--- src/rtl/data_cache.sv ---
// data_cache: direct-mapped, write-through, no-write-allocate data cache with
// one 32-bit word per line. A read miss stalls for one cycle while the line is
// filled from the combinational RAM read port; stores always pass straight
// through to the RAM without stalling.
// Optional hit/miss counters are added when DATA_CACHE_STATS_EN is defined.
module data_cache #(
  parameter int ADDRESS_LENGTH = 32,
  parameter int SETS           = 16
) (
  input  logic                      clk,
  input  logic                      rst,
  input  logic [ADDRESS_LENGTH-1:0] a,
  input  logic [ADDRESS_LENGTH-1:0] wd,
  input  logic                      re,
  input  logic                      sw,
  input  logic                      sh,
  input  logic                      sb,
  output logic [ADDRESS_LENGTH-1:0] rd,
  output logic                      stall,
  output logic [ADDRESS_LENGTH-1:0] mem_a,
  output logic [ADDRESS_LENGTH-1:0] mem_wd,
  output logic                      mem_sw,
  output logic                      mem_sh,
  output logic                      mem_sb,
  input  logic [ADDRESS_LENGTH-1:0] mem_rd
`ifdef DATA_CACHE_STATS_EN
  ,
  output logic [31:0]               hit_count,
  output logic [31:0]               miss_count
`endif
);

  localparam int IDX_W = $clog2(SETS);
  localparam int TAG_W = ADDRESS_LENGTH - 2 - IDX_W;

  typedef enum logic {IDLE, FILL} state_t;

  state_t                    state_q, state_d;
  logic [SETS-1:0]           valid_q, valid_d;
  logic [TAG_W-1:0]          tag_q  [SETS];
  logic [TAG_W-1:0]          tag_d  [SETS];
  logic [ADDRESS_LENGTH-1:0] data_q [SETS];
  logic [ADDRESS_LENGTH-1:0] data_d [SETS];

  logic [IDX_W-1:0]          idx, idx_p3;
  logic [TAG_W-1:0]          a_tag;
  logic [1:0]                ofs;
  logic                      store, hit, read_miss, misaligned;
  logic [3:0]                st_mask;
  logic [ADDRESS_LENGTH-1:0] st_data, st_merged;

  assign idx   = a[2+IDX_W-1:2];
  assign a_tag = a[ADDRESS_LENGTH-1:2+IDX_W];
  assign ofs   = a[1:0];
  // a+3 lands in the next set exactly when the byte offset is non-zero
  assign idx_p3    = idx + IDX_W'(ofs != 2'd0);
  assign store     = sw | sh | sb;
  assign hit       = valid_q[idx] && (tag_q[idx] == a_tag);
  assign read_miss = (state_q == IDLE) && re && !store && !hit;

  // Byte-lane decode of the store and merge into the currently indexed line
  always_comb begin
    st_mask    = 4'b0000;
    st_data    = wd << {ofs, 3'b000};
    misaligned = 1'b0;
    if (sw) begin
      st_mask    = 4'b1111;
      st_data    = wd;
      misaligned = (ofs != 2'd0);
    end else if (sh) begin
      st_mask    = 4'b0011 << ofs;
      misaligned = (ofs == 2'd3);
    end else if (sb) begin
      st_mask    = 4'b0001 << ofs;
    end
    st_merged = data_q[idx];
    for (int i = 0; i < 4; i++) begin
      if (st_mask[i]) st_merged[8*i +: 8] = st_data[8*i +: 8];
    end
  end

  // Next-state for FSM and line arrays; a store always takes priority over re
  always_comb begin
    state_d = IDLE;
    valid_d = valid_q;
    tag_d   = tag_q;
    data_d  = data_q;
    if (store) begin
      if (misaligned) begin
        valid_d[idx]    = 1'b0;
        valid_d[idx_p3] = 1'b0;
      end else if (hit) begin
        data_d[idx] = st_merged;
      end
    end else if (read_miss) begin
      valid_d[idx] = 1'b1;
      tag_d[idx]   = a_tag;
      data_d[idx]  = mem_rd;
      state_d      = FILL;
    end
  end

  // CPU and RAM side outputs; reset forces the bus quiet immediately
  always_comb begin
    rd     = data_q[idx];
    stall  = !rst && read_miss;
    mem_a  = (!rst && read_miss) ? {a[ADDRESS_LENGTH-1:2], 2'b00} : a;
    mem_wd = wd;
    mem_sw = !rst && sw;
    mem_sh = !rst && sh;
    mem_sb = !rst && sb;
  end

  // FSM state and valid bits, cleared asynchronously by reset
  always_ff @(posedge clk or posedge rst) begin
    if (rst) begin
      state_q <= IDLE;
      valid_q <= '0;
    end else begin
      state_q <= state_d;
      valid_q <= valid_d;
    end
  end

  // Tag and data storage; contents are meaningless until the valid bit is set
  always_ff @(posedge clk) begin
    tag_q  <= tag_d;
    data_q <= data_d;
  end

`ifdef DATA_CACHE_STATS_EN
  logic [31:0] hit_count_q, hit_count_d;
  logic [31:0] miss_count_q, miss_count_d;

  // Hits count only in IDLE; the FILL cycle completes a miss and is not a hit
  always_comb begin
    hit_count_d  = hit_count_q;
    miss_count_d = miss_count_q;
    if (state_q == IDLE && re && !store && hit) hit_count_d = hit_count_q + 32'd1;
    if (read_miss) miss_count_d = miss_count_q + 32'd1;
  end

  // Wrapping statistics counters
  always_ff @(posedge clk or posedge rst) begin
    if (rst) begin
      hit_count_q  <= '0;
      miss_count_q <= '0;
    end else begin
      hit_count_q  <= hit_count_d;
      miss_count_q <= miss_count_d;
    end
  end

  assign hit_count  = hit_count_q;
  assign miss_count = miss_count_q;
`endif

endmodule

--- config.mk ---
export PLATFORM = sky130hd
export DESIGN_NAME = data_cache
export DESIGN_NICKNAME = d
export VERILOG_FILES = /design/src/rtl/data_cache.sv
export SDC_FILE = /design/constraint.sdc
export NUM_CORES = 1
export LEC_CHECK = 0
export ABC_CLOCK_PERIOD_IN_PS = 5480
export CORE_MARGIN = 2
export CORE_UTILIZATION = 54
export CTS_CLUSTER_SIZE = 10
export DETAILED_ROUTE_END_ITERATION = 6
export HOLD_SLACK_MARGIN = 0.02
export PLACE_DENSITY = 0.73
export SLEW_MARGIN = 20
export SYNTH_ARGS = -nofsm -noshare
export SYNTH_HDL_FRONTEND = slang
export SYNTH_SLANG_ARGS = --single-unit
--- constraint.sdc ---
create_clock -name clk -period 5.48 [get_ports clk]
set_input_delay 1.096 -clock clk [delete_from_list [all_inputs] [get_ports clk]]
set_output_delay 1.096 -clock clk [all_outputs]
set_load 0.03 [all_outputs]
* Word level (Yosys, flattened, before mapping)
Index checks and enable logic that the tools add are counted.
Operators by class: add/sub/neg operators 1, $lt $le $gt $ge 6, equal/unequal tests 5, shift operators 3, multiplexer cells 39, bitwise logic cells 10, reduce and logical (&&, ||, !) cells 19
Operators by type and width (number):
- 512-bit two-way mux | 4
- 512-bit bitwise mux | 2
- 416-bit bitwise mux | 1
- 32-bit binary-select mux with 4-bit select | 1
- 32-bit demux with 4-bit select | 1
- 32-bit two-way mux | 4
- 26-bit binary-select mux with 4-bit select | 1
- 26-bit demux with 4-bit select | 1
- 26-bit two-way mux | 3
- 16-bit two-way mux | 3
- 16-bit AND | 2
- 8-bit two-way mux | 4
- 16-bit inverter | 2
- 32-bit by 5-bit left shift with 32-bit output | 1
- 26-bit equality test | 1
- 16-bit bitwise OR | 1
- 4-bit two-way mux | 3
- 1-bit logical AND | 11
- 4-bit by 5-bit less-than comparator with 1-bit output, second input constant | 2
- 1-bit demux with 4-bit select | 2
- 4-bit by 1-bit >= comparator with 1-bit output, second input constant | 2
- 1-bit two-way mux | 7
- 5-bit >= comparator, second input constant | 1
- 5-bit by 1-bit less-than comparator with 1-bit output, second input constant | 1
- other kinds (15) | 22
Word-level totals: bits in registers 945, input port bits 102, output and inout bits 100, logic and storage cells 117

* Logic depth before layout (Yosys ltp)
word-level depth 10, mapped depth 15

* Worst setup path after synthesis
OpenSTA, ideal clock, no wires.
path type in2reg, start point in a[3], end point reg data_q[100] (netlist bit) (enable), library setup time 0.432 ns, arrival 5.145 ns, required time 5.048 ns, setup slack -0.097 ns, stages on the path 13, cells stage by stage buf_2 buf_4 clkbuf_1 mux4_2 nand2_1 o311ai_0 o31ai_1 o221ai_1 nor4_1 nand4b_1 or3_1 buf_2 a21oi_1
On the way: longest elaborated chain between the ends 10, elaborated cells on any way between the ends 13, classes of those cells eq/ne (2); mux (5); bitwise (1); reduce/logical (5)
Ends and longest elaborated chain:
- from (decl) | RTL line 12 | input logic [ADDRESS_LENGTH-1:0] a,
- 4-bit inverter with 5-bit output (implied by the code) | RTL line 58 | assign hit = valid_q[idx] && (tag_q[idx] == a_tag);
- 26-bit binary-select mux with 4-bit select | RTL line 58
- 26-bit two-way mux (implied by the code) (2 in a row) | RTL line 58
- 26-bit equality test | RTL line 58
- 1-bit logical AND (*) | RTL line 58
- 1-bit logical NOT | RTL line 59 | assign read_miss = (state_q == IDLE) && re && !store && !hit;
- 1-bit logical AND | RTL line 59
- 2-bit nonzero test (no line)
- 3-bit AND reduction (no line) (*)
- to (signal assigned) | RTL line 128 | data_q <= data_d;
- to (decl) | RTL line 42 | logic [ADDRESS_LENGTH-1:0] data_q [SETS];
Mark *: on every way between the ends. The rest lies on a longest branch, timed or not. The select of a mux whose other input is x is not followed. A chain may end at the register's enable or synchronous reset.

* Final worst setup path
start point in a[2], end point out mem_a[1]
On the way: longest elaborated chain between the ends 10, elaborated cells on any way between the ends 12, classes of those cells eq/ne (1); mux (6); bitwise (1); reduce/logical (4)
Ends and longest elaborated chain:
- 4-bit inverter with 5-bit output (implied by the code) | RTL line 58
- 26-bit binary-select mux with 4-bit select | RTL line 58
- 26-bit two-way mux (implied by the code) (2 in a row) | RTL line 58
- 26-bit equality test | RTL line 58
- 1-bit logical AND (*) | RTL line 58
- 1-bit logical NOT (*) | RTL line 59
- 1-bit logical AND (*) | RTL line 59
- 1-bit logical AND (*) | RTL line 107 | mem_a = (!rst && read_miss) ? {a[ADDRESS_LENGTH-1:2], 2'b00} : a;
- 2-bit two-way mux (*) | RTL line 107
- to (decl) | RTL line 20 | output logic [ADDRESS_LENGTH-1:0] mem_a,
Marks and branches as above.

==> results.txt <==
TritonCTS built the clock tree. In this run the worst path has a maximum fanout of 9. On the worst path, the slowest cell contributes a delay of 0.51 ns. Setup repair after global routing could not meet its margin everywhere. The worst path required time came out at 4.38 ns.

The count of fill cells added during filler insertion came out at 5037. The count of TritonRoute iterations in the first routing pass came out at 6. The critical path goes through buf_12 > buf_12 > buf_12 > buf_4 > mux4_2 > mux2i_2 > xnor2_1 > nor3_1 > o221ai_2 > nor4_2 > buf_4 > nand4b_1 > buf_4 > o21ai_4 > inv_4 > a21oi_4 > buf_12.

The register bit total from synthesis came out at 945. The number of failing hold endpoints at the final stage came out at 0. The number of max-slew violations in the final report came to 0. The total die area came out at 78300 um2. The post-route antenna net violation count is 0. Buffers placed on the I/O ports in this run total 201.

The post-detailed-routing wire length came out at 113 mm. Summed over all layers, the global routing overflow is 0. After detailed routing, no signal wire sits above met5. The final clock skew is 0.0376 ns.

The cell total after placement is 3738. The primary flip-flop cell chosen by synthesis mapping is sky130_fd_sc_hd__edfxtp_1. The power per standard cell area came out at 320 nW/um2. The count of synthesis-stage warnings from yosys came out at 0. At the end of the flow, the number of nets in the layout was 2988. Summing over every cut layer, the via total after detailed routing is 25200. The routed metal-1 wirelength came out at 40.5 mm.

STA classifies the critical path startpoint as an input pin. STA classifies the critical path endpoint as an output pin. The peak clock frequency supported by timing is 172 MHz.

Synthesis produced a netlist with a net count of 2666. The final setup violation count is 3. Sorting the synthesized cells by area gives the leading types as sky130_fd_sc_hd__edfxtp_1 (68%), sky130_fd_sc_hd__mux4_2 (14%), sky130_fd_sc_hd__nor2_1 (5.2%). The sequential power share is 50.7%. The mapped netlist covers 41100 um2. The part of the power in combinational logic came out at 9.9%. The final standard cell utilization of the core came out at 64.7%. The slew at the pin closest to its max-slew limit is 1.02 ns. The clock net in this run drives a total of 945 sinks. The area share of the largest cell type after synthesis is 67.8%. The max-capacitance violation count came out at 0.

The initial detailed-routing violation count is 3055. The row count is 101. In this run, synthesis inferred 928 flip-flops with an integrated enable. The number of global-route vias before repair came to 25600.

Global routing consumed, over all layers together, 29.1% of the routing resources. The total DRC errors in the routed layout is 0. In this design, the critical path's most frequently occurring cell is sky130_fd_sc_hd__buf_12. The final cell count without fillers is 3899. The total length of routed met3 wires is 11.3 mm. Of the cells placed in the final design, the portion with a size suffix greater than 1 is 25.7%. The normalized max-slew margin is 32.2%. The share of the Yosys chip area taken by registers is 68.8%. The internal portion of total power is 12.1 mW. The die is 280 um wide. The routed via count divided by cell count is 6.46. The fraction of power spent switching nets is 22.8%. The starting density of the core came out at 54.3%.

The H-tree was split into 3 levels. The placeable core region came out at 75700 um2. The checks that failed: negative setup slack. The number of different library cells used by synthesis comes to 63. The net switching power of the design is 3.57 mW. The HPWL after detailed placement came out at 69.1 mm.

The initial antenna violation count came out at 1. The maximum number of pins on one net before global-route repair is 97. The worst IR drop on VDD came out at 0.262 mV.

The first global-routing pass estimated 166 mm of wire. The async set-or-reset flop fraction in the synthesized netlist came out at 1.80%. The tightest min-delay check is of the register to register type. The clock-pin slew of the registers on the worst-case setup and hold paths came out at 0.06 ns. The overall power consumption is 15.7 mW.

The post-synthesis instance total came out at 2558. The root buffer cell chosen for the clock tree is sky130_fd_sc_hd__clkbuf_16. The critical path is of the input pin to output pin type. The ratio of final minimum period to clock period is 106%. For the finished layout, the period the worst path requires is 5.80 ns. The clock share of power is 39.4%. Routability-driven placement finished with a final weighted congestion of 0.923.

The flow ran to the end, but the final reports show violations. The number of buffers inserted during clock tree synthesis is 105. Pin placement for this block handled 202 I/O pins. A synthesized cell averages 16.1 um2. The data arrival time of the worst path came out at 4.71 ns. The final setup TNS came out at -0.902 ns. The leakage component of the power is 16.4 nW. The antenna diode instance count came out at 0.

The vertical extent of the die is 280 um. The slowest stage of the critical path belongs to the cell sky130_fd_sc_hd__mux4_2. The signed area change from the synthesized netlist to the final layout came out at 19.2%.

The slack of the critical path came out at -0.321 ns. The average wire per cell in the routed design is 29.0 um. The clock reaches the later pin of the worst-skew pair after 0.67 ns. The routed design uses 56.4 mm of met2 wire. The clock passes through at most 3 buffers. The largest area contributor in the synthesized netlist is sky130_fd_sc_hd__edfxtp_1.
synth_stat cells (17+ instances only):
master	count
sky130_fd_sc_hd__edfxtp_1	928
sky130_fd_sc_hd__nor2_1	564
sky130_fd_sc_hd__mux4_2	249
sky130_fd_sc_hd__clkbuf_1	99
sky130_fd_sc_hd__nand2_1	84
sky130_fd_sc_hd__buf_4	80
sky130_fd_sc_hd__mux2i_1	63
sky130_fd_sc_hd__buf_2	49
sky130_fd_sc_hd__o21ai_0	48
sky130_fd_sc_hd__a21oi_1	36
sky130_fd_sc_hd__xnor2_1	30
sky130_fd_sc_hd__a22oi_1	28
sky130_fd_sc_hd__o21ai_1	28
sky130_fd_sc_hd__o211ai_1	25
sky130_fd_sc_hd__a21oi_2	24
sky130_fd_sc_hd__nand3_1	24
sky130_fd_sc_hd__mux2_2	20
sky130_fd_sc_hd__dfrtp_1	17
registers in the layout, summed over array words and instances (netlist names):
name	cells
tag_q	416
data_q	512
state_q	1
valid_q	16
stage by stage:
step	hold WS, ns	setup slack, ns	instance area, um2
3_3_place_gp	0.483	-0.421	45800
3_5_place_dp	0.504	-0.494	45800
2_1_floorplan	0.466	-0.0973	41100
5_1_grt	0.557	-0.348	49000
6_report	0.519	-0.321	49000
4_1_cts	0.519	-0.0345	48800
worst paths after layout:
path / from / to / cells after the start / slack [ns]
max: a[2] / mem_a[1] / 17 / -0.32
min: valid_q[13] / valid_q[13] / 2 / 0.52
max reg2reg: tag_q[301] / data_q[197] / 15 / 0.68
min reg2reg: valid_q[13] / valid_q[13] / 2 / 0.52
max in group asynchronous: rst / valid_q[7] / 3 / 4.25
min in group asynchronous: rst / valid_q[1] / 3 / 0.97
layout by cell type (no fill, tap or decap), types with 4 or more instances in the layout:
master	netlist	routed
sky130_fd_sc_hd__xnor2_1	30	28
sky130_fd_sc_hd__xor2_1	9	9
sky130_fd_sc_hd__nor3_1	5	4
sky130_fd_sc_hd__clkdlybuf4s50_1	0	181
sky130_fd_sc_hd__buf_12	0	52
sky130_fd_sc_hd__inv_1	13	13
sky130_fd_sc_hd__mux2_2	20	20
sky130_fd_sc_hd__ha_1	6	6
sky130_fd_sc_hd__dfrtp_1	17	17
sky130_fd_sc_hd__nand2b_1	5	5
sky130_fd_sc_hd__o22ai_1	9	8
sky130_fd_sc_hd__nand2_1	84	68
sky130_fd_sc_hd__a21oi_4	0	18
sky130_fd_sc_hd__o21ai_0	48	47
sky130_fd_sc_hd__nand2_2	0	16
sky130_fd_sc_hd__a21boi_0	12	12
sky130_fd_sc_hd__a21oi_2	24	14
sky130_fd_sc_hd__a32oi_1	6	6
sky130_fd_sc_hd__nor2_1	564	548
sky130_fd_sc_hd__mux4_2	249	249
sky130_fd_sc_hd__o32ai_1	4	4
sky130_fd_sc_hd__buf_4	80	222
sky130_fd_sc_hd__o211ai_1	25	25
sky130_fd_sc_hd__a22oi_1	28	28
sky130_fd_sc_hd__a221oi_1	4	4
sky130_fd_sc_hd__nor2_4	0	16
sky130_fd_sc_hd__clkbuf_1	99	35
sky130_fd_sc_hd__o21ai_1	28	28
sky130_fd_sc_hd__nor2b_1	11	11
sky130_fd_sc_hd__edfxtp_1	928	928
sky130_fd_sc_hd__clkbuf_16	0	108
sky130_fd_sc_hd__mux2i_1	63	61
sky130_fd_sc_hd__nand3_1	24	24
sky130_fd_sc_hd__a21oi_1	36	28
layout make-up:
| type | instances | area (um2) | area share [%] |
|---|---|---|---|
| multi-input combinational | 1345 | 11800 | 24.2 |
| timing repair buffer | 465 | 4690 | 9.56 |
| clock inverter | 7 | 114 | 0.232 |
| sequential | 945 | 28300 | 57.7 |
| inverter | 18 | 75.1 | 0.153 |
| clock buffer | 141 | 2780 | 5.68 |
| tap | 978 | 1220 | 2.50 |
layer usage:
| layer | vias up | GRT usage [%] |
|---|---|---|
| met4 | 2 | 12.3 |
| met3 | 325 | 5.03 |
| met1 | 12800 | 38.2 |
| li1 | 10400 | - |
| met5 | - | 0 |
| met2 | 1664 | 48.3 |
worst max-delay path: cells and delay by family:
family | cells | cell delay, ns
AOI/OAI and AO/OA | 3 | 0.66
xor gates and xnor gates | 1 | 0.13
buffers and inverters | 8 | 1.14
muxes | 2 | 0.75
and+or+nand+nor | 3 | 0.89
timing repair:
item	4_1_cts	5_1_grt
hold endpoints to repair	0	0
pin swaps	6	9
cloned	0	2
setup endpoints to repair	3	14
hold buffers	0	0
buffers inserted	6	5
gates resized for setup	17	22
logic make-up (layout without fill, tap and decap cells):
logic type	count (synthesis)	count (layout)	share of synthesized area (%)
AOI/OAI and AO/OA	253	253	4.10
xor gates and xnor gates	39	39	0.831
adders and majority gates	6	6	0.183
buffers and inverters	268	631	3.45
DFF	945	945	68.8
muxes	332	332	15.7
and+or+nand+nor	715	715	6.88
power groups by stage:
stage	registers, mW	logic, mW	clock network [mW]
final	7.94	1.55	6.17
after global routing	7.94	1.64	6.50
after CTS	7.94	1.52	6.24
after detailed placement	8.09	1.50	0
after global placement	8.08	1.47	0
after floorplan	8.08	0.875	0
No activity file was read; power rests on OpenSTA's default activity.
